`config.mk`:
```
export PLATFORM = sky130hd
export DESIGN_NAME = ucsbece154b_mem_arbiter
export DESIGN_NICKNAME = d
export VERILOG_FILES = /design/src/rtl/ucsbece154b_mem_arbiter.sv
export SDC_FILE = /design/constraint.sdc
export NUM_CORES = 1
export LEC_CHECK = 0
export BUFFER_PORTS_ARGS = -buffer_cell sky130_fd_sc_hd__buf_2
export CAP_MARGIN = 20
export CORE_ASPECT_RATIO = 1.2
export CORE_MARGIN = 1.5
export CORE_UTILIZATION = 45
export DETAILED_ROUTE_END_ITERATION = 10
export GPL_TIMING_DRIVEN = 0
export MAX_ROUTING_LAYER = met4
export PLACE_DENSITY_LB_ADDON = 0.2
export SYNTH_ARGS = -nofsm -noshare
export SYNTH_HDL_FRONTEND = slang
export SYNTH_SLANG_ARGS = --single-unit
```
`constraint.sdc`:
```
create_clock -name clk -period 2.85 [get_ports clk]
set_input_delay 0.855 -clock clk [delete_from_list [all_inputs] [get_ports clk]]
set_output_delay 0.855 -clock clk [all_outputs]
set_load 0.005 [all_outputs]
```
`src/rtl/ucsbece154b_mem_arbiter.sv`:
```
// Arbiter that lets the fetch and memory stages share one memory port.
// The data side wins ties, and a watchdog sets a sticky error flag if memory stops responding.
module ucsbece154b_mem_arbiter #(
   parameter int TIMEOUT = 16
) (
   input  logic        clk,
   input  logic        reset,
   input  logic        if_req_i,
   input  logic [31:0] if_addr_i,
   input  logic        if_kill_i,
   output logic        if_valid_o,
   output logic [31:0] if_rdata_o,
   input  logic        dm_req_i,
   input  logic        dm_we_i,
   input  logic [31:0] dm_addr_i,
   input  logic [31:0] dm_wdata_i,
   output logic        dm_valid_o,
   output logic [31:0] dm_rdata_o,
   output logic        mem_req_o,
   output logic        mem_we_o,
   output logic [31:0] mem_addr_o,
   output logic [31:0] mem_wdata_o,
   input  logic        mem_gnt_i,
   input  logic        mem_rvalid_i,
   input  logic [31:0] mem_rdata_i,
   output logic        stall_fetch_o,
   output logic        stall_mem_o,
   output logic        err_o
);

   localparam logic [2:0] IDLE    = 3'd0;
   localparam logic [2:0] IF_REQ  = 3'd1;
   localparam logic [2:0] IF_WAIT = 3'd2;
   localparam logic [2:0] DM_REQ  = 3'd3;
   localparam logic [2:0] DM_WAIT = 3'd4;
   localparam logic [2:0] RESP    = 3'd5;

   localparam logic [4:0] TMO_MAX  = 5'(TIMEOUT);
   localparam logic [4:0] TMO_LAST = 5'(TIMEOUT - 1);

   logic [2:0]  state, state_next;
   logic        owner_dm;
   logic        we_q;
   logic [31:0] addr_q, wdata_q;
   logic        kill_q;
   logic [4:0]  tmo_cnt;
   logic        in_req_wait;

   assign in_req_wait = (state == IF_REQ) || (state == IF_WAIT) ||
                        (state == DM_REQ) || (state == DM_WAIT);

   always_comb begin
      // NOTE: default assignment first so no path through the case leaves state_next unassigned (no latch).
      state_next = state;
      case (state)
         IDLE:    if (dm_req_i) state_next = DM_REQ;
                  else if (if_req_i) state_next = IF_REQ;
         IF_REQ:  if (if_kill_i) state_next = IDLE;
                  else if (mem_gnt_i) state_next = IF_WAIT;
         IF_WAIT: if (mem_rvalid_i) state_next = RESP;
         DM_REQ:  if (mem_gnt_i) state_next = DM_WAIT;
         DM_WAIT: if (mem_rvalid_i) state_next = RESP;
         RESP:    state_next = IDLE;
         default: state_next = IDLE;
      endcase
   end

   always_ff @(posedge clk or negedge reset) begin
      if (!reset) begin
         state      <= IDLE;
         owner_dm   <= 1'b0;
         we_q       <= 1'b0;
         addr_q     <= '0;
         wdata_q    <= '0;
         kill_q     <= 1'b0;
         tmo_cnt    <= '0;
         err_o      <= 1'b0;
         if_rdata_o <= '0;
         dm_rdata_o <= '0;
      end else begin
         state <= state_next;

         // Request attributes are frozen when leaving IDLE; later requester changes are ignored.
         if (state == IDLE && state_next != IDLE) begin
            owner_dm <= dm_req_i;
            we_q     <= dm_req_i & dm_we_i;
            addr_q   <= dm_req_i ? dm_addr_i : if_addr_i;
            if (dm_req_i) wdata_q <= dm_wdata_i;
         end

         if (state == IF_WAIT && if_kill_i) kill_q <= 1'b1;
         else if (state == RESP)            kill_q <= 1'b0;

         if (state == IF_WAIT && mem_rvalid_i && !(kill_q || if_kill_i))
            if_rdata_o <= mem_rdata_i;
         if (state == DM_WAIT && mem_rvalid_i && !we_q)
            dm_rdata_o <= mem_rdata_i;

         // Watchdog counts consecutive cycles spent in one REQ/WAIT state.
         if (state_next != state)                   tmo_cnt <= '0;
         else if (in_req_wait && tmo_cnt < TMO_MAX) tmo_cnt <= tmo_cnt + 5'd1;

         if (in_req_wait && state_next == state && tmo_cnt == TMO_LAST)
            err_o <= 1'b1;
      end
   end

   assign mem_req_o   = (state == IF_REQ) || (state == DM_REQ);
   assign mem_we_o    = we_q && (state == DM_REQ);
   assign mem_addr_o  = addr_q;
   assign mem_wdata_o = wdata_q;

   assign if_valid_o = (state == RESP) && !owner_dm && !kill_q && !if_kill_i;
   assign dm_valid_o = (state == RESP) && owner_dm;

   assign stall_fetch_o = if_req_i & ~if_valid_o;
   assign stall_mem_o   = dm_req_i & ~dm_valid_o;

endmodule

```
==> results of run 1 <==
## registers in the layout, indices dropped and copies added, names as in the netlist
register	count
dm_rdata_o	32
if_rdata_o	32
mem_addr_o	32
mem_wdata_o	32
tmo_cnt	5
state	3
err_o	1
kill_q	1
owner_dm	1
we_q	1
## placed cells by master (no fill, tap or decap), drive strengths merged, types with 2 or more instances in the layout
master / synthesis / layout
nor3: 3 / 3
nand2: 38 / 38
nor2: 8 / 8
mux2i: 33 / 33
and3: 3 / 3
xnor2: 3 / 3
a21oi: 2 / 2
clkinv: 0 / 4
mux2: 97 / 97
inv: 4 / 5
nor2b: 3 / 3
clkinvlp: 0 / 3
nor4: 2 / 2
ha: 2 / 2
nand3: 2 / 2
bufinv: 0 / 3
dfrtp: 140 / 140
a31oi: 2 / 2
buf: 22 / 292
o21ai: 35 / 35
clkbuf: 2 / 23
## metrics by stage
step	power, mW	cells
6_report	8.28	889
5_1_grt	8.82	889
4_1_cts	8.38	888
3_5_place_dp	6.12	856
3_3_place_gp	6.01	855
2_1_floorplan	4.85	418
## layout make-up
class,instances,area (µm²),share of cell area (%)
Tap cell,168,210,2.56
Sequential cell,140,3500,42.6
Inverter,4,15.0,0.183
Timing Repair Buffer,270,1380,16.8
Clock inverter,11,141,1.72
Buffer,24,240,2.92
Antenna cell,1,2.50,0.0304
Clock buffer,21,460,5.60
Multi-Input combinational cell,250,2270,27.6
## cell families (layout without fill, tap and decap cells)
logic type                 after synthesis  after routing  share of synthesized area, %
other                                    0              1                             0
xor gates and xnor gates                 4              4                         0.581
AOI/OAI and AO/OA                       47             47                          4.94
muxes                                  130            130                          25.7
adders and majority gates                2              2                         0.415
buffers and inverters                   28            330                          4.24
DFF                                    140            140                          58.1
and+or+nand+nor                         67             67                          5.98
## power breakdown
group,internal (mW),total (mW),switching [mW]
combinational,1.59,2.85,1.25
sequential,2.79,3.21,0.420
clock,1.42,2.22,0.805
total,5.80,8.28,2.48
## Yosys cell counts, types with 4 or more instances
library cell,n
nor2_1,7
dfrtp_1,140
o21ai_0,35
mux2i_1,33
mux2_2,62
mux2_4,34
buf_12,4
buf_4,5
nand2_1,38
buf_2,5
buf_6,8
## metal layers
metal | track usage (%) | wire length, µm
met5 | - | 0
met4 | 10.8 | 363
met3 | 5.44 | 1070
met2 | 33.7 | 7040
met1 | 23.8 | 5520
## worst paths after layout
check / to
hold / removal: mem_wdata_o[7]
hold reg to reg: mem_addr_o[18]
setup / recovery: stall_fetch_o
setup reg to reg: mem_wdata_o[30]
max in group asynchronous: mem_wdata_o[28]
min in group clk: mem_addr_o[18]
==> impl_metrics.json, run 1 <==
{
  "ys_seq_area_share_pct": 58.1,
  "setup_slack_ns": 0.251,
  "ys_warn_count": 0,
  "slew_viol_final": 0,
  "vias": 4326,
  "grt-ovfl-total": 0,
  "ios": 271,
  "detail_route.vias_per_cell": 4.87,
  "insertion_delay_ns": 0.42,
  "dieArea_mm2": 0.0141,
  "startpoint_type": "register",
  "die_w_um": 109,
  "utilization_pct": 62.7,
  "hpwl_mm": 10.6,
  "num-fill-cells": 1028,
  "cts_root_buffer": "clkbuf_16",
  "wl_per_cell_um": 15.7,
  "rrSetupSlack_ns": 1.08,
  "worst-path-max-fanout": 10,
  "wl_mm": 14.0,
  "path_clk_slew_ns": 0.05,
  "worstHoldPathType": "in -> async",
  "whs_ns": 0.391,
  "place_area_mm2": 0.00762,
  "drive_gt1_share_pct": 60.4,
  "yosysTopAreaCell": "dfrtp_1",
  "placementRows": 46,
  "clock_skew_ns": 0.00620,
  "synth_ff_type": "dfrtp_1",
  "cts_resized": 0,
  "numCtsBuffers": 17,
  "worstMarginPinSlew_ns": 0.516,
  "p_leak_nw": 4.40,
  "critPathLaunch": "state[1]",
  "end_kind": "output pin",
  "postCtsHoldBufs": 0,
  "slowest_delay_ns": 0.43,
  "first_pass_iters": 6,
  "cp_num_buf_inv": 2,
  "cp_num_cells": 6,
  "hold_viol_final": 0,
  "fmax_mhz": 385,
  "drc": 0,
  "cts_max_level": 4,
  "relSlewSlack_pct": 65.6,
  "fin_nets": 845,
  "yosys-top-cells-area": "dfrtp_1, mux2_2, mux2_4, mux2i_1, o21ai_0",
  "ir_drop_uv": 611,
  "setup_viol": 0,
  "rsz0062_at_grt": "no",
  "postCtsSetupBuffers": 0,
  "syn_area_mm2": 0.00603,
  "coreArea_mm2": 0.0131,
  "grt_max_degree": 87,
  "antenna_found_initial": 1,
  "synthArstFlopShare_pct": 100,
  "timing.final.crit_period_ns": 2.60,
  "routabilityCongestion": 0.776,
  "p_per_area_mw_per_mm2": 1010,
  "worstReg2RegStart": "state[0]",
  "cp.arrival_ns": 1.74,
  "rr_worst_depth": 6,
  "status": "complete, no violations",
  "grt_use_total_pct": 20.8,
  "clock-sinks": 140,
  "portBuffers": 269,
  "first_iter_violations": 150,
  "initial_core_util_pct": 45.9,
  "critPathSlowestCell": "dfrtp_1",
  "synth_top_area_share_pct": 58.1,
  "synth_cells": 418,
  "critPathRequiredTime_ns": 2.00,
  "synth_cell_types": 46,
  "area_delta_synth_final_pct": 36.4,
  "worstSetupPathType": "reg -> out",
  "synth_nets": 556,
  "post-route-period-util_pct": 91.2,
  "finalSetupTns_ns": 0,
  "avgSynthCellArea_um2": 14.4,
  "max_cap_viol_count": 0,
  "ctsLongestPathBuffers": 2,
  "grt_pass1_wl_mm": 21.6,
  "synth_edf_count": 0,
  "stdcell_area_mm2": 0.00822,
  "grt_pass1_vias": 4459,
  "ant_nets": 0,
  "synth-seq-cells": 140,
  "cts_tree": "yes",
  "path_delay_family": "simple AND/OR/NAND/NOR gates",
  "path_cells": "buf_6 > nor2b_2 > nand2_1 > nor4_1 > nor2b_1 > buf_2",
  "dieHeight_um": 130,
  "dpl_worst_slack_ns": 0.329
}
Note: power is estimated with default switching activity, not from simulation.
==> run 2: changes to the inputs <==
CORE_UTILIZATION = 50   (was 45)
==> impl_metrics.json, run 2 (same netlist as run 1, synthesis figures left out) <==
{
  "finalPower_mw": 8.47,
  "coreArea_mm2": 0.0117,
  "timing.final.crit_period_ns": 2.75,
  "wl_mm": 14.3,
  "routabilityCongestion": 0.804,
  "status": "complete, no violations",
  "post-route-period-util_pct": 96.6,
  "first_iter_violations": 114,
  "grt_pass1_wl_mm": 21.7,
  "max_cap_viol_count": 0,
  "path_clk_slew_ns": 0.06,
  "dieHeight_um": 123,
  "worstHoldPathType": "in -> async",
  "portBuffers": 269,
  "setup_viol": 0,
  "ir_drop_uv": 535,
  "hold_viol_final": 0,
  "antenna_cells": 0,
  "ant_nets": 0,
  "clock-sinks": 140,
  "grt_use_total_pct": 23.1,
  "die_w_um": 103,
  "final_common_cell": "buf_2",
  "cts_max_level": 4,
  "stdcell_area_mm2": 0.00824,
  "slew_viol_final": 0,
  "relSlewSlack_pct": 63.3,
  "drc": 0,
  "detail_route.vias_per_cell": 5.03,
  "cts_resized": 0,
  "grt_max_degree": 106,
  "p_leak_nw": 4.42,
  "postCtsSetupBuffers": 0,
  "dieArea_mm2": 0.0127,
  "first_pass_iters": 4,
  "numCtsBuffers": 17,
  "hpwl_mm": 10.6,
  "fmax_mhz": 363,
  "fin_nets": 845,
  "worstSetupPathType": "reg -> out",
  "wl_per_cell_um": 16.3,
  "worstMarginPinSlew_ns": 0.545,
  "worst-path-max-fanout": 10,
  "ctsLongestPathBuffers": 2,
  "finalSetupTns_ns": 0,
  "area_delta_synth_final_pct": 36.7,
  "utilization_pct": 70.6,
  "fin_cells": 875,
  "antenna_found_initial": 0,
  "end_kind": "output pin",
  "rsz0062_at_grt": "no",
  "ios": 271,
  "startpoint_type": "register",
  "initial_core_util_pct": 51.6,
  "grt-ovfl-total": 0,
  "place_area_mm2": 0.00760,
  "cts_root_buffer": "clkbuf_16",
  "grt_pass1_vias": 4528,
  "insertion_delay_ns": 0.41,
  "vias": 4404,
  "layout_common_cells": "buf_2, dfrtp_1, mux2_2",
  "p_per_area_mw_per_mm2": 1030,
  "dp.cells": 845,
  "critPathRequiredTime_ns": 2.00,
  "cp.arrival_ns": 1.90,
  "drive_gt1_share_pct": 60.4,
  "placementRows": 43,
  "cts_tree": "yes",
  "clock_skew_ns": 0.00799,
  "postCtsHoldBufs": 0
}
[run 2: per-stage QoR]
step,setup slack (ns),hold WS (ns)
4_1_cts,0.0842,0.337
3_3_place_gp,-0.900,0.461
5_1_grt,0.000295,0.349
6_report,0.0981,0.340
3_5_place_dp,0.223,0.460
2_1_floorplan,0.533,0.465
[run 2: path summary, 6_finish.rpt]
path | slack (ns) | cells past startpoint | start | to
worst max-delay path | 0.1 | 6 | state[1] | stall_fetch_o
worst min-delay path | 0.34 | 1 | reset | mem_wdata_o[16]
worst max register to register | 1.10 | 5 | tmo_cnt[0] | tmo_cnt[4]
worst min register to register | 0.47 | 1 | err_o | err_o
max in group asynchronous | 1.69 | 2 | reset | dm_rdata_o[15]
min in group clk | 0.47 | 1 | err_o | err_o
[run 2: area by class of cell]
class,count,area [µm²]
flip-flops and latches,140,3500
inverters,4,15.0
fillers,863,3440
repair buffers,270,1380
plain buffers,24,240
multi-input cells,250,2270
clock inverters,11,193
well taps,157,196
clock buffers,19,443
[run 2: layer usage]
metal	vias to the layer above	part of all wire (%)	track usage, %	wire [µm]
li1	2046	-	-	-
met3	24	7.8	7.46	1110
met1	2142	39	25.8	5600
met2	192	51	39.2	7260
met5	-	0	-	0
met4	0	2.0	7.35	279
[run 2: where the power goes]
part / total [mW] / internal [mW] / switching (mW)
clock network: 2.39 / 1.57 / 0.825
logic: 2.85 / 1.59 / 1.26
registers: 3.22 / 2.79 / 0.429
total: 8.47 / 5.95 / 2.51
[run 2: critical path: stages (launching register included)]
cell     delay [ns]
dfrtp_1        0.42
buf_6          0.17
nor2b_2        0.16
nand2_1        0.07
nor4_1         0.42
nor2b_1        0.11
buf_2          0.15
==> run 3: changes to the inputs <==
ABC_AREA = 1   (was default)
==> impl_metrics.json, run 3 <==
{
  "status": "complete, no violations",
  "grt_use_total_pct": 27.0,
  "ys_warn_count": 0,
  "first_iter_violations": 166,
  "synth-seq-cells": 140,
  "routabilityCongestion": 0.821,
  "drc": 0,
  "ir_drop_uv": 619,
  "ys_seq_area_share_pct": 60.5,
  "fin_cells": 1105,
  "path_clk_slew_ns": 0.06,
  "end_kind": "output pin",
  "dp.cells": 1073,
  "cp_num_buf_inv": 3,
  "max_cap_viol_count": 0,
  "rsz0062_at_grt": "no",
  "yosysMostFrequentCell": "nand2_1",
  "hold_viol_final": 0,
  "worst-path-max-fanout": 6,
  "layout_common_cells": "buf_2, nand2_1, dfrtp_1",
  "hpwl_mm": 11.7,
  "num-fill-cells": 931,
  "avgSynthCellArea_um2": 8.92,
  "fin_nets": 1076,
  "setup_slack_ns": 0.192,
  "die_w_um": 101,
  "startpoint_type": "register",
  "detail_route.vias_per_cell": 4.87,
  "dieHeight_um": 121,
  "ant_nets": 0,
  "rrSetupSlack_ns": 1.24,
  "worstMarginPinSlew_ns": 0.634,
  "path_cells": "inv_2 > nor3_1 > inv_1 > nor4_1 > buf_2",
  "path_delay_family": "simple AND/OR/NAND/NOR gates",
  "antenna_found_initial": 0,
  "relSlewSlack_pct": 57.7,
  "slowest_delay_ns": 0.47,
  "p_leak_nw": 4.42,
  "portBuffers": 269,
  "worstReg2RegStart": "state[1]",
  "postCtsHoldBufs": 0,
  "setup_viol": 0,
  "initial_core_util_pct": 51.9,
  "insertion_delay_ns": 0.41,
  "worstHoldPathType": "in -> async",
  "cts_tree": "yes",
  "syn_area_mm2": 0.00579,
  "post-route-period-util_pct": 93.3,
  "grt_pass1_wl_mm": 24.7,
  "wl_per_cell_um": 14.2,
  "slew_viol_final": 0,
  "worstSetupPathType": "reg -> out",
  "grt_max_degree": 74,
  "ios": 271,
  "p_per_area_mw_per_mm2": 1080,
  "synth_cells": 649,
  "critPathSlowestCell": "dfrtp_1",
  "dpl_worst_slack_ns": 0.294,
  "clock_skew_ns": 0.0107,
  "final_common_cell": "buf_2",
  "ctsLongestPathBuffers": 2,
  "vias": 5386,
  "rr_worst_depth": 6,
  "reg2reg_to": "dm_rdata_o[7]",
  "synthArstFlopShare_pct": 100,
  "cts_max_level": 4,
  "synth_top_area_share_pct": 60.5,
  "cts_root_buffer": "clkbuf_16",
  "ys_top_cells_by_count": "nand2_1, dfrtp_1, o21ai_0",
  "synth_nets": 787,
  "yosysTopAreaCell": "dfrtp_1",
  "finalSetupTns_ns": 0,
  "critPathRequiredTime_ns": 2.00,
  "clock-sinks": 140,
  "coreArea_mm2": 0.0111,
  "grt_pass1_vias": 5299,
  "cts_resized": 0,
  "grt-ovfl-total": 0,
  "synth_ff_type": "dfrtp_1",
  "synth_edf_count": 0,
  "drive_gt1_share_pct": 34.7,
  "postCtsSetupBuffers": 0,
  "wl_mm": 15.6,
  "area_delta_synth_final_pct": 37.5,
  "synth_cell_types": 24,
  "antenna_cells": 0,
  "place_area_mm2": 0.00736,
  "timing.final.crit_period_ns": 2.66,
  "fmax_mhz": 376,
  "yosys-top-cells-area": "dfrtp_1, nand2_1, o21ai_0, o21a_1, nand3_1",
  "dieArea_mm2": 0.0122,
  "numCtsBuffers": 17,
  "placementRows": 42,
  "stdcell_area_mm2": 0.00796,
  "cp.arrival_ns": 1.80,
  "first_pass_iters": 5
}
-- run 3: logic make-up after synthesis --
logic type,synth area share (%)
fa+ha+maj,0.432
compound gates,10.5
flops,60.5
buf+inv,6.27
simple gates,21.8
xor+xnor,0.454
-- run 3: layout make-up --
class                      count  area [µm²]  share of cell area (%)
clock buffer                  19         443                    5.57
buffer                        33         156                    1.97
timing repair buffer         270        1380                    17.3
clock inverter                13         155                    1.95
sequential                   140        3500                    44.0
inverter                      55         206                    2.59
tap                          154         193                    2.42
multi-input combinational    421        1920                    24.1
-- run 3: report_power, final --
| group | internal (mW) | switching [mW] |
|---|---|---|
| Clock | 1.33 | 0.874 |
| Combinational | 1.36 | 1.62 |
| Sequential | 2.92 | 0.489 |
-- run 3: routing by layer --
metal | up-vias | GRT usage [%] | wire (µm)
li1 | 2626 | - | -
met1 | 2514 | 30.2 | 6320
met2 | 206 | 46.1 | 7780
met3 | 40 | 6.57 | 1020
met4 | 0 | 10.9 | 522
met5 | - | - | 0
-- run 3: worst max-delay path by stage --
stage	start	to	slack, ns	depth (start not counted)
final	state[2]	if_valid_o	0.19	5
after global placement	reset	mem_wdata_o[5]	-1.0	1
after floorplan	dm_req_i	stall_mem_o	0.56	4
after detailed placement	dm_req_i	stall_mem_o	0.29	5
after global routing	state[2]	stall_fetch_o	0.07	6
after CTS	state[2]	stall_fetch_o	0.21	6
-- run 3: per-stage QoR --
step / power, mW / hold WS (ns) / utilization [%]
after CTS: 8.67 / 0.450 / 71.4
after detailed placement: 6.43 / 0.453 / 66.1
after floorplan: 4.93 / 0.457 / -
after global placement: 6.32 / 0.451 / 65.8
final: 8.60 / 0.427 / 71.4
after global routing: 9.22 / 0.475 / 71.4
